**src/rtl/pipeline_interlock_ctrl.sv**
```systemverilog
// Hazard/interlock controller for the IF-OF-EX-MA-RW pipeline: bubble requests, PC hold, divide occupancy, stall counter.
// Outputs are combinational from registered state and OF/EX inputs; the OF/EX latch samples them at the falling edge.
module pipeline_interlock_ctrl #(
    parameter int REG_W          = 4,
    parameter int FORWARDING     = 1,
    parameter int BRANCH_BUBBLES = 2,
    parameter int DIV_CYCLES     = 4
) (
    input  logic             clk,
    input  logic             reset,
    input  logic             of_valid,
    input  logic [REG_W-1:0] of_src1,
    input  logic             of_src1_used,
    input  logic [REG_W-1:0] of_src2,
    input  logic             of_src2_used,
    input  logic [REG_W-1:0] of_dst,
    input  logic             of_writes,
    input  logic             of_is_load,
    input  logic             of_is_div,
    input  logic             ex_branch_taken,
    output logic             isDataInterLock,
    output logic             isBranchInterLock,
    output logic             pc_stall,
    output logic             div_busy,
    output logic [15:0]      stall_count
);

    typedef struct packed {
        logic             vld;
        logic [REG_W-1:0] dst;
        logic             is_load;
    } ex_entry_t;

    // The load flag only matters while the producer sits in EX, so later stages drop it.
    typedef struct packed {
        logic             vld;
        logic [REG_W-1:0] dst;
    } sb_entry_t;

    localparam logic FWD_OFF = (FORWARDING == 0);

    ex_entry_t  ex_q;
    sb_entry_t  ma_q;
    sb_entry_t  rw_q;
    logic [2:0] branch_cnt;
    logic [3:0] div_cnt;

    logic m_ex, m_ma, m_rw;
    logic raw_hazard, busy, br_il, data_il, any_il, div_start;

    assign m_ex = ex_q.vld & ((of_src1_used & (of_src1 == ex_q.dst)) |
                              (of_src2_used & (of_src2 == ex_q.dst)));
    assign m_ma = ma_q.vld & ((of_src1_used & (of_src1 == ma_q.dst)) |
                              (of_src2_used & (of_src2 == ma_q.dst)));
    assign m_rw = rw_q.vld & ((of_src1_used & (of_src1 == rw_q.dst)) |
                              (of_src2_used & (of_src2 == rw_q.dst)));

    // With forwarding only a load in EX stalls; without it any in-flight producer does.
    assign raw_hazard = (m_ex & (ex_q.is_load | FWD_OFF)) | (FWD_OFF & (m_ma | m_rw));

    assign busy      = (div_cnt != 4'd0);
    assign br_il     = ~reset & (ex_branch_taken | (branch_cnt != 3'd0));
    assign data_il   = ~reset & of_valid & ~br_il & (raw_hazard | busy);
    assign any_il    = br_il | data_il;
    assign div_start = of_valid & of_is_div & ~any_il & ~busy;

    assign isDataInterLock   = data_il;
    assign isBranchInterLock = br_il;
    assign pc_stall          = data_il;
    assign div_busy          = ~reset & busy;

    always_ff @(posedge clk or posedge reset) begin
        if (reset) begin
            ex_q        <= '0;
            ma_q        <= '0;
            rw_q        <= '0;
            branch_cnt  <= 3'd0;
            div_cnt     <= 4'd0;
            stall_count <= 16'd0;
        end else begin
            rw_q <= ma_q;
            // A divide parks in EX, so nothing advances into MA behind it.
            if (busy) begin
                ma_q <= '0;
            end else begin
                ma_q.vld <= ex_q.vld;
                ma_q.dst <= ex_q.dst;
                if (any_il) begin
                    ex_q <= '0;
                end else begin
                    ex_q.vld     <= of_valid & of_writes;
                    ex_q.dst     <= of_dst;
                    ex_q.is_load <= of_is_load;
                end
            end

            if (div_start)
                div_cnt <= 4'(DIV_CYCLES - 1);
            else if (busy)
                div_cnt <= div_cnt - 4'd1;

            if (ex_branch_taken)
                branch_cnt <= 3'(BRANCH_BUBBLES - 1);
            else if (branch_cnt != 3'd0)
                branch_cnt <= branch_cnt - 3'd1;

            if (data_il && (stall_count != 16'hFFFF))
                stall_count <= stall_count + 16'd1;
        end
    end

endmodule

```
**config.mk**
```make
export PLATFORM = sky130hd
export DESIGN_NAME = pipeline_interlock_ctrl
export DESIGN_NICKNAME = d
export VERILOG_FILES = /design/src/rtl/pipeline_interlock_ctrl.sv
export SDC_FILE = /design/constraint.sdc
export NUM_CORES = 1
export LEC_CHECK = 0
export CAP_MARGIN = 10
export CORE_ASPECT_RATIO = 0.5
export CORE_MARGIN = 4
export CORE_UTILIZATION = 41
export CTS_CLUSTER_DIAMETER = 50
export DETAILED_ROUTE_END_ITERATION = 12
export GPL_TIMING_DRIVEN = 0
export PLACE_DENSITY = 0.75
export SLEW_MARGIN = 25
export SYNTH_ARGS = -nofsm -noshare
export SYNTH_HDL_FRONTEND = slang
export SYNTH_SLANG_ARGS = --single-unit
export TNS_END_PERCENT = 50
```
**constraint.sdc**
```tcl
create_clock -name clk -period 2.65 [get_ports clk]
set_clock_uncertainty 0.15 [all_clocks]
set_input_delay 0.3975 -clock clk [delete_from_list [all_inputs] [get_ports clk]]
set_output_delay 0.3975 -clock clk [all_outputs]
set_load 0.02 [all_outputs]
```
Word level (Yosys, flattened, before mapping)
Cells that the tools add are included.
- bits of input ports: 21
- output and inout port bits: 20
- flip-flop bits (word level): 29
- mux-type cells: 5
- equality and inequality tests: 3
- add/sub/neg operators: 3
- reduce and logical (&&, ||, !) cells: 5
- bitwise logic cells: 21
- operators with widths (kind ; number):
    adder 16 x 1 -> 16 bit (second input constant) ; 1
    inequality test 16 bit (second input constant) ; 1
    bitwise AND 1 bit ; 13
    equality test 4 bit ; 2
    two-way mux 4 bit ; 2
    two-way mux 3 bit ; 2
    two-way mux 6 bit ; 1
    inverter 1 bit ; 4
    OR 1 bit ; 4
    nonzero test 2 bit ; 2
    nonzero test 4 bit ; 1
    subtractor 4 x 1 -> 4 bit (second input constant) ; 1
    nonzero test 3 bit ; 1
    subtractor 3 x 1 -> 3 bit (second input constant) ; 1
    logical AND 1 bit ; 1

Longest topological paths before layout
Gate-level depths: netlist of the first run.
- word-level depth: 12
- mapped depth: 8
- gate-level depth less buffers: 7

Worst setup path before layout of the first run
Ideal clock, no wire load.
- path type: in2out
- start point: input port reset
- end point: output port pc_stall
- setup slack: -0.131 ns
- required time: 2.102 ns
- cell stages on the path: 5
- buffers on the path: 2
- data arrival time: 2.234 ns
- cell sequence: inv_1 > nand3_1 > buf_2 > nor2_1 > buf_4
- longest elaborated chain between the ends: 5
- elaborated cells between the ends (all ways): 6
- those cells by class: 6 x bitwise
- ends and longest elaborated chain (item ; line ; text):
    start, declared ; 10 ; input logic reset,
    inverter 1 bit (*) ; 62, 63 ;
    bitwise AND 1 bit ; 62 ; assign br_il = ~reset & (ex_branch_taken | (branch_cnt != 3'd0));
    inverter 1 bit ; 63 ; assign data_il = ~reset & of_valid & ~br_il & (raw_hazard | busy);
    bitwise AND 1 bit (*) (2 in series) ; 63 ;
    end, declared ; 23 ; output logic pc_stall,
Every way passes the cells marked *; elsewhere a longest branch is shown, timed or not.

Worst setup path in the final report of the first run
- start point: register branch_cnt[0]
- end point: output port pc_stall
- longest elaborated chain between the ends: 6
- ends and longest elaborated chain (item ; line ; text):
    start, declared ; 45 ; logic [2:0] branch_cnt;
    start signal, assigned ; 103 ; branch_cnt <= 3'(BRANCH_BUBBLES - 1);
    start signal, assigned ; 105 ; branch_cnt <= branch_cnt - 3'd1;
    nonzero test 3 bit ; 62 ;
    OR 1 bit ; 62 ;
    bitwise AND 1 bit ; 62 ;
    inverter 1 bit ; 63 ;
    bitwise AND 1 bit (2 in series) ; 63 ;
Every way passes these cells.

==> results of run 1 <==
-- registers in the layout, indices dropped and copies added, names as in the netlist --
signal	count
stall_count	16
ex_q	6
branch_cnt	3
div_cnt	4
-- where the power goes --
| part | leakage [nW] | switching, mW | internal (mW) | total (mW) |
|---|---|---|---|---|
| registers | 0.375 | 0.0940 | 0.552 | 0.646 |
| logic | 0.585 | 0.373 | 0.316 | 0.689 |
| clock network | 0.0443 | 0.156 | 0.205 | 0.361 |
-- Yosys cell counts (all sizes together) (2+ instances only) --
library cell | n | area (µm²)
and3 | 2 | 12.5
xnor2 | 3 | 26.3
nor4 | 10 | 124
o31ai | 2 | 15.0
o21ai | 8 | 40.0
dfrtp | 29 | 726
nand2 | 19 | 71.3
nor3 | 6 | 40.0
nor2 | 13 | 51.3
nand4 | 3 | 18.8
nor4b | 2 | 17.5
a21oi | 3 | 15.0
buf | 3 | 23.8
ha | 4 | 50.1
inv | 9 | 33.8
and4 | 2 | 17.5
nand3 | 10 | 50.1
xor2 | 22 | 193
-- through the flow --
step	cell area (µm²)	setup WS (ns)	power (mW)	setup TNS, ns	hold slack, ns
floorplan	1620	0.139	1.08	0	0.161
global placement	2080	-1.15	1.25	-7.86	0.299
detailed placement	2080	-1.18	1.28	-8.97	0.327
CTS	2210	-0.0759	1.67	-0.117	0.340
global route	2260	-0.0000411	1.84	-0.0000411	0.368
finish	2260	0.126	1.70	0	0.341
-- routing by layer --
metal | global-route usage | wire length, µm | vias to the layer above
met4 | 0.0559 | 35 | 0
met1 | 0.197 | 1750 | 656
met2 | 0.272 | 1850 | 26
met3 | 0.0491 | 145 | 4
li1 | - | - | 664
met5 | 0 | 0 | -
-- worst paths after layout --
path,slack (ns),end,from,depth (start not counted)
max,0.13,pc_stall,branch_cnt[0],9
max reg2reg,0.39,stall_count[1],branch_cnt[0],8
min,0.34,div_cnt[0],div_cnt[0],1
min reg2reg,0.34,div_cnt[0],div_cnt[0],1
max in group asynchronous,1.41,stall_count[10],reset,2
min in group asynchronous,0.53,stall_count[13],reset,3
-- final cells by class --
type | instances | share of cell area
well taps | 51 | 0.0282
repair inverters | 1 | 0.00221
clock buffers | 7 | 0.0382
repair buffers | 46 | 0.194
plain buffers | 3 | 0.0172
multi-input cells | 118 | 0.383
inverters | 9 | 0.0166
flip-flops and latches | 29 | 0.321
-- cell families (layout without fill, tap and decap cells) --
logic type,count (synthesis),count (layout),synth area share
simple gates,70,70,0.262
flops,29,29,0.449
xor+xnor,25,25,0.135
compound gates,18,18,0.0782
buf+inv,13,66,0.0379
fa+ha+maj,4,4,0.0310
mux,1,1,0.00697
-- timing repair --
| item | 4_1_cts | 5_1_grt |
|---|---|---|
| setup buffers | 2 | 4 |
| gates cloned | 1 | 0 |
| gates resized for setup | 10 | 11 |
| pin swaps | 0 | 1 |
| endpoints found under the setup margin | 14 | 4 |
==> impl_metrics.py, run 1 <==
metrics = {
    "synthesis": {
        "synth_edf_count": 0,
        "syn_inst": 160,
        "synthDistinctLibCells": 34,
        "synth_nets": 185,
        "syn-cell-area_um2": 1620,
        "ys_seq_area_frac": 0.449,
        "synth_flop_cell": "dfrtp_1",
        "ys_warn_count": 0,
        "synthArstFlopShare": 1.00,
        "syn_avg_cell_area_um2": 10.1,
        "synth-seq-cells": 29,
    },
    "floorplan": {
        "dieArea_um2": 5070,
        "chipWidth_um": 96.8,
        "die_y_um": 52.4,
        "rows": 15,
        "io_pins": 41,
        "start_util": 0.449,
        "core-area_um2": 3600,
    },
    "worst_setup_path": {
        "cp-end-kind": "primary output",
        "critPathBufInv": 4,
        "worstPathArrival_ns": 1.98,
        "start_kind": "flop",
        "crit_chain": "inv_1 -> ha_2 -> ha_4 -> and2b_2 -> nand3_4 -> buf_12 -> nor2_1 -> buf_4 -> buf_2",
        "path_class": "reg2out",
        "slowest_stage": "dfrtp_1",
        "critPathRequiredTime_ns": 2.10,
        "critPathMaxFanout": 10,
        "critPathTopFamily": "buffers and inverters",
        "slowest_delay_ns": 0.39,
    },
    "global_route": {
        "grt_pass1_vias": 1347,
        "antenna_found_initial": 0,
        "grtUsageTotal": 0.160,
        "grt_overflow": 0,
        "grt_pass1_wl_um": 6440,
        "grt_max_degree": 16,
    },
    "routing": {
        "vias": 1350,
        "first_iter_violations": 14,
        "wl_um": 3780,
        "first_pass_iters": 4,
        "post-route-drc-count": 0,
        "wl_per_cell_um": 14.3,
        "antenna_left": 0,
        "drt-vias-per-instance": 5.11,
    },
    "finish": {
        "nFillCells": 310,
        "drive_gt1_frac": 0.178,
        "stdcell_count": 264,
        "seqCellArea_um2": 726,
        "fin_util": 0.627,
        "nets": 238,
        "layout_common_cells": "37 x clkdlybuf4s50_1, 29 x dfrtp_1, 22 x xor2_1",
        "areaGrowthSynthToFinish_pct": 39.8,
        "diodes": 0,
        "layout_commonest_cell": "clkdlybuf4s50_1",
        "multi_input_area_um2": 865,
    },
    "cts": {
        "htree_num_levels": 2,
        "clk_latency_ns": 0.27,
        "clock-root-buffer": "clkbuf_8",
        "cts_buffers": 5,
        "cts.sinks": 29,
        "cts_buffer_depth": 2,
        "clkTransAtPathRegs_ns": 0.06,
        "hold_buffers": 0,
        "cts_tree": "yes",
    },
    "power_and_ir_drop": {
        "powerDensity_nw_per_um2": 751,
        "leakage_nw": 1.00,
        "vdd_drop_max_v": 0.000270,
    },
    "sta": {
        "hold_viol": 0,
        "fin_crit_sh": 0.953,
        "finalSetupViolCount": 0,
        "max-slew-margin-rel": 0.506,
        "tightest_slew_ns": 0.737,
        "drv_slew": 0,
        "min_period_ns": 2.52,
        "fmax_ghz": 0.396,
    },
    "outcome": {
        "status": "finished, final reports clean",
    },
    "placement": {
        "place.gp.congestion": 0.754,
        "dp.cells": 251,
        "io_buffers": 40,
        "dp_hpwl_um": 2570,
    },
    "job": {
        "drv_cap": 0,
    },
    "hold_path": {
        "hp-class": "reg2reg",
    },
}
Note: power is estimated with default switching activity, not from simulation.
==> inputs of run 2 (changes only) <==
Settings changed: CORE_ASPECT_RATIO 0.5 to not set, CORE_UTILIZATION 41 to 48, PLACE_DENSITY 0.75 to 0.84.
==> run 2 against run 1 <==
  * Combinational power up 1%
  * Sequential share of layout area increased by 0.80 points
  * Power shrank 4.6%
  * Critical path type unchanged
  * Cell count fell by 3.4%
  * Sequential power about the same
  * Die area down 14%
  * Global-route usage increased by 4.6 points
  * Final area shrank 2.4%
==> impl_metrics.py, run 2 (synthesis gave the netlist of run 1 again) <==
metrics = {
    "routing": {
        "first_iter_violations": 66,
        "antenna_left": 0,
        "vias": 1382,
        "wl_um": 3990,
        "first_pass_iters": 4,
        "wl_per_cell_um": 15.6,
        "drt-vias-per-instance": 5.42,
        "post-route-drc-count": 0,
    },
    "worst_setup_path": {
        "worstPathArrival_ns": 2.00,
        "start_kind": "flop",
        "reg2reg_setup_slack_ns": 0.42,
        "path_class": "reg2out",
        "cp-end-kind": "primary output",
        "critPathRequiredTime_ns": 2.10,
        "critPathMaxFanout": 10,
    },
    "hold_path": {
        "hp-class": "reg2reg",
    },
    "placement": {
        "place.gp.congestion": 0.783,
        "pre_cts_ws_ns": -1.19,
        "io_buffers": 40,
        "dp_hpwl_um": 2820,
    },
    "finish": {
        "fin_util": 0.705,
        "drive_gt1_frac": 0.171,
        "diodes": 0,
        "layout_common_cells": "37 x clkdlybuf4s50_1, 29 x dfrtp_1, 22 x xor2_1",
        "largest_register_ffs": 16,
        "reg_top3": "stall_count (16), ex_q (6), div_cnt (4)",
        "nets": 236,
        "regMostFlops": "stall_count",
        "areaGrowthSynthToFinish_pct": 36.4,
        "layout_commonest_cell": "clkdlybuf4s50_1",
    },
    "sta": {
        "tightest_slew_ns": 0.660,
        "fmax_ghz": 0.392,
        "drv_slew": 0,
        "post-route-worst-setup-slack_ns": 0.0993,
        "hold_viol": 0,
        "max-slew-margin-rel": 0.558,
        "finalSetupViolCount": 0,
        "min_period_ns": 2.55,
        "fin_crit_sh": 0.963,
        "rsz0062_at_grt": "false",
    },
    "floorplan": {
        "chipWidth_um": 66.0,
        "die_y_um": 66.0,
        "io_pins": 41,
        "start_util": 0.517,
        "rows": 20,
        "core-area_um2": 3130,
        "dieArea_um2": 4360,
    },
    "global_route": {
        "grt_pass1_wl_um": 6820,
        "grt_pass1_vias": 1501,
        "antenna_found_initial": 0,
        "grtUsageTotal": 0.206,
        "grt_overflow": 0,
        "grt_max_degree": 16,
    },
    "cts": {
        "clkTransAtPathRegs_ns": 0.09,
        "cts_tree": "yes",
        "hold_buffers": 0,
        "htree_num_levels": 2,
        "cts_buffers": 5,
        "clk_latency_ns": 0.33,
        "cts_buffer_depth": 2,
        "clock-root-buffer": "clkbuf_4",
        "cts.sinks": 29,
    },
    "outcome": {
        "status": "finished, final reports clean",
    },
    "power_and_ir_drop": {
        "powerDensity_nw_per_um2": 734,
        "leakage_nw": 0.982,
        "vdd_drop_max_v": 0.000659,
    },
    "job": {
        "drv_cap": 0,
    },
}
[run 2: per-stage QoR]
stage	instance area [µm²]	TNS (ns)	total power, mW	cells	hold WS, ns
2_1_floorplan	1620	0	1.08	160	0.161
3_5_place_dp	2080	-9.22	1.29	244	0.325
4_1_cts	2210	0	1.63	255	0.344
5_1_grt	2200	0	1.74	255	0.358
6_report	2200	0	1.62	255	0.342
3_3_place_gp	2080	-6.92	1.24	244	0.299
[run 2: final timing paths]
check / from / to / cells after the start
max: div_cnt[0] / div_busy / 5
min: stall_count[7] / stall_count[7] / 1
max reg2reg: branch_cnt[0] / stall_count[1] / 8
min reg2reg: stall_count[7] / stall_count[7] / 1
max in group asynchronous: reset / branch_cnt[0] / 2
min in group asynchronous: reset / ex_q[5] / 2
[run 2: critical path, cell delays in order, from the launching register on]
cell and delay [ns]:
dfrtp_1 0.38, inv_1 0.08, ha_2 0.22, and2_2 0.25, nor2_1 0.12, clkdlybuf4s50_1 0.61
[run 2: area by class of cell]
cell class	instances	area [µm²]
plain buffers	3	38.8
clock buffers	7	55.1
fillers	239	923
inverters	9	37.5
multi-input cells	118	865
flip-flops and latches	29	726
well taps	44	55.1
repair buffers	44	423
repair inverters	1	5.00
[run 2: per-layer routing]
layer | wire length, µm | GRT usage | up-vias
met5 | 0 | 0 | -
met4 | 36 | 0.0660 | 0
met3 | 252 | 0.0680 | 5
met1 | 1700 | 0.248 | 670
met2 | 2000 | 0.347 | 48
li1 | - | - | 659
[run 2: where the power goes]
group          switching, mW  total [mW]  leakage [nW]  internal (mW)
clock                  0.146       0.271        0.0314          0.125
combinational          0.386       0.698         0.576          0.312
sequential            0.0986       0.649         0.375          0.551
total                  0.630        1.62         0.982          0.988
[run 2: repair_timing]
| item | CTS | global route |
|---|---|---|
| pin swaps | 1 | 0 |
| resized for setup | 17 | 4 |
| buffers inserted | 4 | 0 |
| gates cloned | 1 | 0 |
| setup endpoints to repair | 15 | 3 |
